$ cat src/rtl/keypad_emu.sv
// Keypad emulator: drives row returns as if a key in a 4x3 matrix were pressed.
// Commands wait in a FIFO. Define KEYPAD_EMU_BOUNCE_EN to emulate contact bounce.
module keypad_emu #(
  parameter int FIFO_DEPTH    = 4,
  parameter int GAP_CYCLES    = 16,
  parameter int BOUNCE_CYCLES = 8
) (
  input  logic        clk,
  input  logic        rst,
  input  logic [2:0]  key_col,
  output logic [3:0]  key_row,
  input  logic        cmd_valid,
  output logic        cmd_ready,
  input  logic [3:0]  cmd_key,
  input  logic [15:0] cmd_hold,
  output logic        busy,
  output logic        done,
  output logic        err
);

  localparam int AW = $clog2(FIFO_DEPTH);
  localparam logic [AW:0] FULL_COUNT = (AW+1)'(FIFO_DEPTH);
  localparam logic [15:0] GAP_LAST = 16'(GAP_CYCLES - 1);

  if (FIFO_DEPTH < 2 || (FIFO_DEPTH & (FIFO_DEPTH - 1)) != 0 ||
      GAP_CYCLES < 1 || BOUNCE_CYCLES < 1) begin : g_bad_params
    $error("keypad_emu: illegal parameter combination");
  end

`ifdef KEYPAD_EMU_BOUNCE_EN
  typedef enum logic [1:0] {IDLE, PRESS, GAP, BOUNCE} state_t;
  localparam logic [15:0] BOUNCE_LAST = 16'(BOUNCE_CYCLES - 1);
  logic [15:0] bounce_cnt;
`else
  typedef enum logic [1:0] {IDLE, PRESS, GAP} state_t;
`endif

  logic [19:0]   fifo_mem [FIFO_DEPTH];
  logic [AW-1:0] wr_ptr;
  logic [AW-1:0] rd_ptr;
  logic [AW:0]   fifo_count;
  state_t        state;
  logic [15:0]   hold_cnt;
  logic [15:0]   gap_cnt;
  logic [1:0]    act_row;
  logic [1:0]    act_col;
  logic          contact;
  logic          push;
  logic          pop;
  logic          head_bad;
  logic [3:0]    head_key;
  logic [15:0]   head_hold;

  function automatic logic [3:0] key_to_rc(input logic [3:0] k);
    if (k < 4'd3)      return {2'd0, 2'(k)};
    else if (k < 4'd6) return {2'd1, 2'(k - 4'd3)};
    else if (k < 4'd9) return {2'd2, 2'(k - 4'd6)};
    else               return {2'd3, 2'(k - 4'd9)};
  endfunction

  assign head_key  = fifo_mem[rd_ptr][19:16];
  assign head_hold = fifo_mem[rd_ptr][15:0];
  assign head_bad  = (head_key > 4'd11) || (head_hold == 16'd0);

  // Readiness ignores a same-cycle pop, so a full FIFO always refuses for one cycle.
  assign cmd_ready = (fifo_count != FULL_COUNT);
  assign push      = cmd_valid && cmd_ready;
  assign pop       = (state == IDLE) && (fifo_count != '0);
  assign err       = pop && head_bad;
  assign busy      = (state != IDLE) || (fifo_count != '0);

`ifdef KEYPAD_EMU_BOUNCE_EN
  assign contact = (state == PRESS) || (state == BOUNCE && !bounce_cnt[0]);
`else
  assign contact = (state == PRESS);
`endif

  always_comb begin
    key_row = '0;
    if (contact && key_col[act_col])
      key_row[act_row] = 1'b1;
  end

  always_ff @(posedge clk) begin
    if (push)
      fifo_mem[wr_ptr] <= {cmd_key, cmd_hold};
  end

  always_ff @(posedge clk) begin
    if (rst) begin
      wr_ptr     <= '0;
      rd_ptr     <= '0;
      fifo_count <= '0;
    end else begin
      if (push) wr_ptr <= wr_ptr + 1'b1;
      if (pop)  rd_ptr <= rd_ptr + 1'b1;
      case ({push, pop})
        2'b10:   fifo_count <= fifo_count + 1'b1;
        2'b01:   fifo_count <= fifo_count - 1'b1;
        default: fifo_count <= fifo_count;
      endcase
    end
  end

  // Hold counts down to 1 so the full 16-bit range is usable without wrap.
  always_ff @(posedge clk) begin
    if (rst) begin
      state    <= IDLE;
      hold_cnt <= '0;
      gap_cnt  <= '0;
      act_row  <= '0;
      act_col  <= '0;
      done     <= 1'b0;
`ifdef KEYPAD_EMU_BOUNCE_EN
      bounce_cnt <= '0;
`endif
    end else begin
      done <= 1'b0;
      case (state)
        IDLE: begin
          if (pop && !head_bad) begin
            {act_row, act_col} <= key_to_rc(head_key);
            hold_cnt           <= head_hold;
`ifdef KEYPAD_EMU_BOUNCE_EN
            bounce_cnt <= '0;
            state      <= BOUNCE;
`else
            state <= PRESS;
`endif
          end
        end
        PRESS: begin
          if (hold_cnt == 16'd1) begin
            gap_cnt <= '0;
            state   <= GAP;
          end else begin
            hold_cnt <= hold_cnt - 16'd1;
          end
        end
        GAP: begin
          if (gap_cnt == GAP_LAST) begin
            state <= IDLE;
            done  <= 1'b1;
          end else begin
            gap_cnt <= gap_cnt + 16'd1;
          end
        end
`ifdef KEYPAD_EMU_BOUNCE_EN
        BOUNCE: begin
          if (bounce_cnt == BOUNCE_LAST)
            state <= PRESS;
          else
            bounce_cnt <= bounce_cnt + 16'd1;
        end
`endif
        default: state <= IDLE;
      endcase
    end
  end

endmodule
$ cat config.mk
export PLATFORM = sky130hd
export DESIGN_NAME = keypad_emu
export DESIGN_NICKNAME = d
export VERILOG_FILES = /design/src/rtl/keypad_emu.sv
export SDC_FILE = /design/constraint.sdc
export NUM_CORES = 1
export LEC_CHECK = 0
export ABC_CLOCK_PERIOD_IN_PS = 3900
export CORE_ASPECT_RATIO = 1.1
export CORE_MARGIN = 2
export CORE_UTILIZATION = 55
export DETAILED_ROUTE_END_ITERATION = 8
export HOLD_SLACK_MARGIN = 0.15
export PLACE_DENSITY = 0.84
export SLEW_MARGIN = 20
export SYNTH_ARGS = -nofsm -noshare
export SYNTH_HDL_FRONTEND = slang
export SYNTH_SLANG_ARGS = --single-unit
$ cat constraint.sdc
create_clock -name clk -period 3.9 [get_ports clk]
set_input_delay 0.78 -clock clk [delete_from_list [all_inputs] [get_ports clk]]
set_output_delay 0.78 -clock clk [all_outputs]
set_load 0.02 [all_outputs]
---- After elaboration in Yosys (flattened, before gate mapping) ----
Memory sizes are Yosys's and may differ from the RTL's. A register that Yosys moved wholly into a read port is not among the register bits.
Cells that the tools add are included.
word-level totals
  bits in registers ....................... 46
  latch bits .............................. 0
  RAM bits ................................ 80
  memory bits (read-only) ................. 0
  bits of input ports ..................... 26
  output and inout bits ................... 8
  logic and storage cells ................. 84
  memories ................................ 1
cells by class
  $add $sub $neg .......................... 9
  multipliers ............................. 0
  div/mod/pow operators ................... 0
  $lt $le $gt $ge ......................... 7
  equal/unequal tests ..................... 12
  shift-type cells ........................ 0
  mux-type cells .......................... 24
  bitwise operators ....................... 1
  reduce and logical (&&, ||, !) cells .... 21
memories
  memory    depth  bits a word  read ports  clocked after memory_dff  wr ports  line  text
  fifo_mem  4      20           1           1                         1         38    logic [19:0] fifo_mem [FIFO_DEPTH];
operators with widths
  cell                                                                     number
  16-bit two-way mux                                                       4
  16-bit case mux with 2 select lines                                      2
  16-bit by 1-bit adder with 16-bit output (second input constant)         1
  16-bit by 1-bit equality test with 1-bit output (second input constant)  1
  16-bit by 4-bit equality test with 1-bit output (second input constant)  1
  16-bit zero test                                                         1
  16-bit by 1-bit subtractor with 16-bit output (second input constant)    1
  4-bit two-way mux                                                        3
  2-bit two-way mux                                                        5
  3-bit AND reduction                                                      3
  2-bit nonzero test                                                       4
  1-bit logical AND                                                        6
  2-bit by 3-bit < comparator with 1-bit output (second input constant)    2
  2-bit inequality test (second input constant)                            3
  2-bit case mux with 3 select lines                                       1
  3-bit case mux with 2 select lines                                       1
  1-bit two-way mux                                                        5
  2-bit by 1-bit adder with 2-bit output (second input constant)           2
  2-bit by 1-bit equality test with 1-bit output (second input constant)   2
  2-bit equality test (second input constant)                              2
  4-bit greater-than comparator (second input constant)                    1
  4-bit by 2-bit < comparator with 1-bit output (second input constant)    1
  4-bit by 3-bit < comparator with 1-bit output (second input constant)    1
  4-bit < comparator (second input constant)                               1
  other kinds (17)                                                         20

---- Depth between registers and ports, before layout ----
  depth in word-level cells ............... 6
  depth in mapped cells ................... 10
  gate-level depth less buffers ........... 10

---- Worst setup path before layout ----
Ideal clock, no wire load.
  kind .................................... register to output
  start ................................... register with a tool-made name
  end ..................................... output err
  arrival time ............................ 1.922 ns
  data required time ...................... 3.120 ns
  setup slack ............................. 1.198 ns
  cell stages (with the launch flop) ...... 7
  path buffers ............................ 1
  cells stage by stage .................... dfxtp_1 -> buf_6 -> mux4_2 -> nor4_1 -> and4_1 -> nor2_1 -> nor2_1
RTL lines
  what           line  text
  end, declared  18    output logic err

==> reports/metrics.csv <==
metric;value;unit
status;finished, violations left;
failing checks;design-rule violations;
P_leak;2.33;nW
slew margin rel.;0.581;
htree depth;4;
ANT nets after route;0;
final setup fails;0;
Critical Path, Cell by Cell;buf_12, mux4_2, nor4_4, and4_1, nor2_1, nor2_1, dlygate4sd2_1;
CP endpoint kind;output pin;
Nets;531;
first-pass GRT wire length;18.9;mm
Core ar.;9940;um2
EDFF count, synth;80;
area taken by multi-input logic gates;2130;um2
WP data arrival;2.98;ns
post-synthesis mux area share;0.0854;
largest family of logic cells by synthesized area;simple AND/OR/NAND/NOR gates;
number of remaining DRC errors;1;
commonest non-fill, non-tap cell in the layout;edfxtp_1;
starting density of the core;0.566;
CP required;3.12;ns
Final min period;3.76;ns
FF+latch area;3360;um2
die width;100;um
DIE AREA;11100;um2
Adder-Cell Fraction of Synth Area;0.0258;
fin. max-slew vios;0;
starting DRC count in detailed routing;444;
Fmax;266;MHz
clk root buf;clkbuf_8;
Power Density;792;nW/um2
post-synthesis sequential area ratio;0.597;
Compound-Gate Fraction of Synth Area;0.0945;
GRT Resource Usage Total;0.229;
largest net degree at the start of global routing;39;
vias per cell;6.30;
HP Class;flop to flop;
via count;3943;
leading cell types in the layout, fill and taps excluded;edfxtp_1 (80), nor2_1 (49), dfxtp_1 (47), nand2_1 (34), clkdlybuf4s50_1 (32);
FP Rows;38;
Worst path slowest cell;mux4_2;
Synth Area in XOR/XNOR;0.0327;
Yosys reg bits;128;
IR drop worst, VDD;0.000425;V
Synth cell types;53;
Max Cap Viol;0;
critical path type;flop to output pin;
clock slew seen by the registers of the worst setup and hold paths;0.06;ns
hold depth;2;
Post-DP HPWL;7.43;mm
cells after synthesis;452;
I/O Buffers;33;
Worst Hold Launch;hold_cnt[6];
Reg2Reg Depth;7;
Fin Setup TNS;0;ns
Fill cells;660;
routability cong.;0.875;
Main synth FF type;edfxtp_1;
CTS sink cnt;128;
Bufs on Longest Clock Path;2;
drt wl/cell;19.4;um
r2r setup slk;0.96;ns
Crit path depth;7;
synth warn;0;
vias in the first global route;3875;
final period utilization;0.964;
final wirelength;12.2;mm
Area Growth Syn to Fin;19.8;%
CP bufs+invs;2;
# IOs;34;
async set-reset flop share out of synthesis;0;
crit-path leading delay family;simple AND/OR/NAND/NOR gates;
syn_nets;489;
Die Ht;110;um
RSZ-0062 raised after global routing;false;
crit start category;flop;
FF-to-FF End;hold_cnt[1];
share of cells above drive strength 1;0.148;
Int Power;3.45;mW
Avg Synthesized Cell Area;12.5;um2
gr ovfl total;0;
initial antenna violation count;0;
Hold Vio Cnt, Final;0;
register share of total power;0.346;
fin util;0.678;
Logic pwr share;0.345;
Critical Path Max Stage Delay;0.59;ns
Inserted Clock Buffers;17;
Syn Std Cell Area;5630;um2
simple-gate share of the synthesized area;0.136;
sw power;1.89;mW
first-pass iteration count of the detailed router;8;
switching share of power;0.353;
CTS tree;yes;
Clock Skew;0.00685;ns
Worst-Skew Late Latency;0.52;ns
clock share of power;0.309;
Worst Max-Slew Pin Slew;0.627;ns
Ant. Diodes;0;
WHS Endpoint;hold_cnt[6];
post-cts hold buffer count;0;
crit-path most repeated cell;nor2_1;
Crit Path Max Fanout;16;
==> timing repair <==
item | CTS | global route
resized for setup | 4 | 1
cloned | 0 | 0
setup buffers | 0 | 0
setup endpoints to repair | 1 | 1
==> stage by stage <==
stage,instance area (um2),std cells,power [mW],setup WS (ns),hold slack [ns]
floorplan,5630,452,3.15,1.20,0.465
global placement,6100,595,3.53,0.311,0.473
detailed placement,6100,595,3.59,0.260,0.490
CTS,6730,626,5.30,0.146,0.502
global route,6740,626,5.58,0.0576,0.529
finish,6740,626,5.34,0.139,0.497
==> cells by family after synthesis <==
group                    Yosys count
AO/OA/AOI/OAI                     80
XOR/XNOR                          21
adder cells (fa/ha/maj)           11
buffers and inverters             36
flip-flops                       128
multiplexers                      23
AND/OR/NAND/NOR                  153
==> cells in the mapped netlist (2+ instances only) <==
library cell / count / area (um2)
a22oi_1: 2 / 15.0
a2111oi_1: 2 / 20.0
a21oi_1: 28 / 140
nor4_1: 9 / 56.3
nor3_1: 11 / 55.1
a211oi_1: 6 / 45.0
o21ai_0: 13 / 65.1
dfxtp_1: 48 / 961
o31ai_1: 3 / 22.5
mux4_2: 20 / 450
a31o_2: 3 / 26.3
nor2_1: 49 / 184
xnor2_1: 13 / 114
a22o_1: 2 / 17.5
and3_1: 9 / 56.3
clkbuf_1: 14 / 52.6
edfxtp_1: 80 / 2400
o211ai_1: 5 / 37.5
nor4_2: 3 / 37.5
ha_1: 10 / 125
nor3b_1: 4 / 30.0
o41ai_1: 2 / 17.5
a2111oi_0: 4 / 35.0
nor4b_1: 2 / 17.5
nand2b_1: 3 / 18.8
nand2_1: 34 / 128
nand3b_1: 3 / 22.5
mux2i_1: 3 / 30.0
nand3_1: 10 / 50.1
or3_1: 3 / 18.8
xor2_1: 8 / 70.1
inv_1: 16 / 60.1
buf_2: 2 / 10.0
buf_6: 2 / 22.5
o21ai_1: 4 / 20.0
and2_1: 2 / 12.5
nand4_1: 4 / 25.0
==> how the worst max path moves through the flow <==
stage	end	slack, ns
CTS	err	0.15
floorplan	err	1.20
global placement	err	0.31
finish	err	0.14
detailed placement	err	0.26
global route	err	0.06
==> sequential cells by signal (all words and copies together) (netlist names), named ones only <==
register    cells
gap_cnt        16
fifo_count      3
done            1
state           2
act_col         2
fifo_mem       80
act_row         2
hold_cnt       16
wr_ptr          2
rd_ptr          2
==> layout make-up <==
| cell class | instances | area share |
|---|---|---|
| Timing Repair Buffer | 43 | 0.0618 |
| Tap cell | 120 | 0.0223 |
| Sequential cell | 128 | 0.499 |
| Clock buffer | 17 | 0.0614 |
| Clock inverter | 14 | 0.0304 |
| Inverter | 16 | 0.00891 |
| Multi-Input combinational cell | 288 | 0.316 |
==> worst min-delay path: stages, from the launching register on <==
cell and delay (ns):
dfxtp_1 0.32, o21ai_0 0.07, a21oi_1 0.06
==> power groups by stage <==
stage | sequential, mW | combinational [mW] | clock, mW
floorplan | 1.80 | 1.35 | 0
global placement | 1.85 | 1.68 | 0
detailed placement | 1.86 | 1.73 | 0
CTS | 1.84 | 1.79 | 1.67
global route | 1.87 | 1.98 | 1.73
finish | 1.85 | 1.84 | 1.65
==> metal layers <==
metal  track usage  wire (um)  vias to the layer above
li1              -          -                     1790
met1         0.270       4650                     1901
met2         0.388       6200                      201
met3        0.0580        893                       51
met4         0.119        420                        0
met5             0          0                        -
Power figures use the tool's default switching activity.
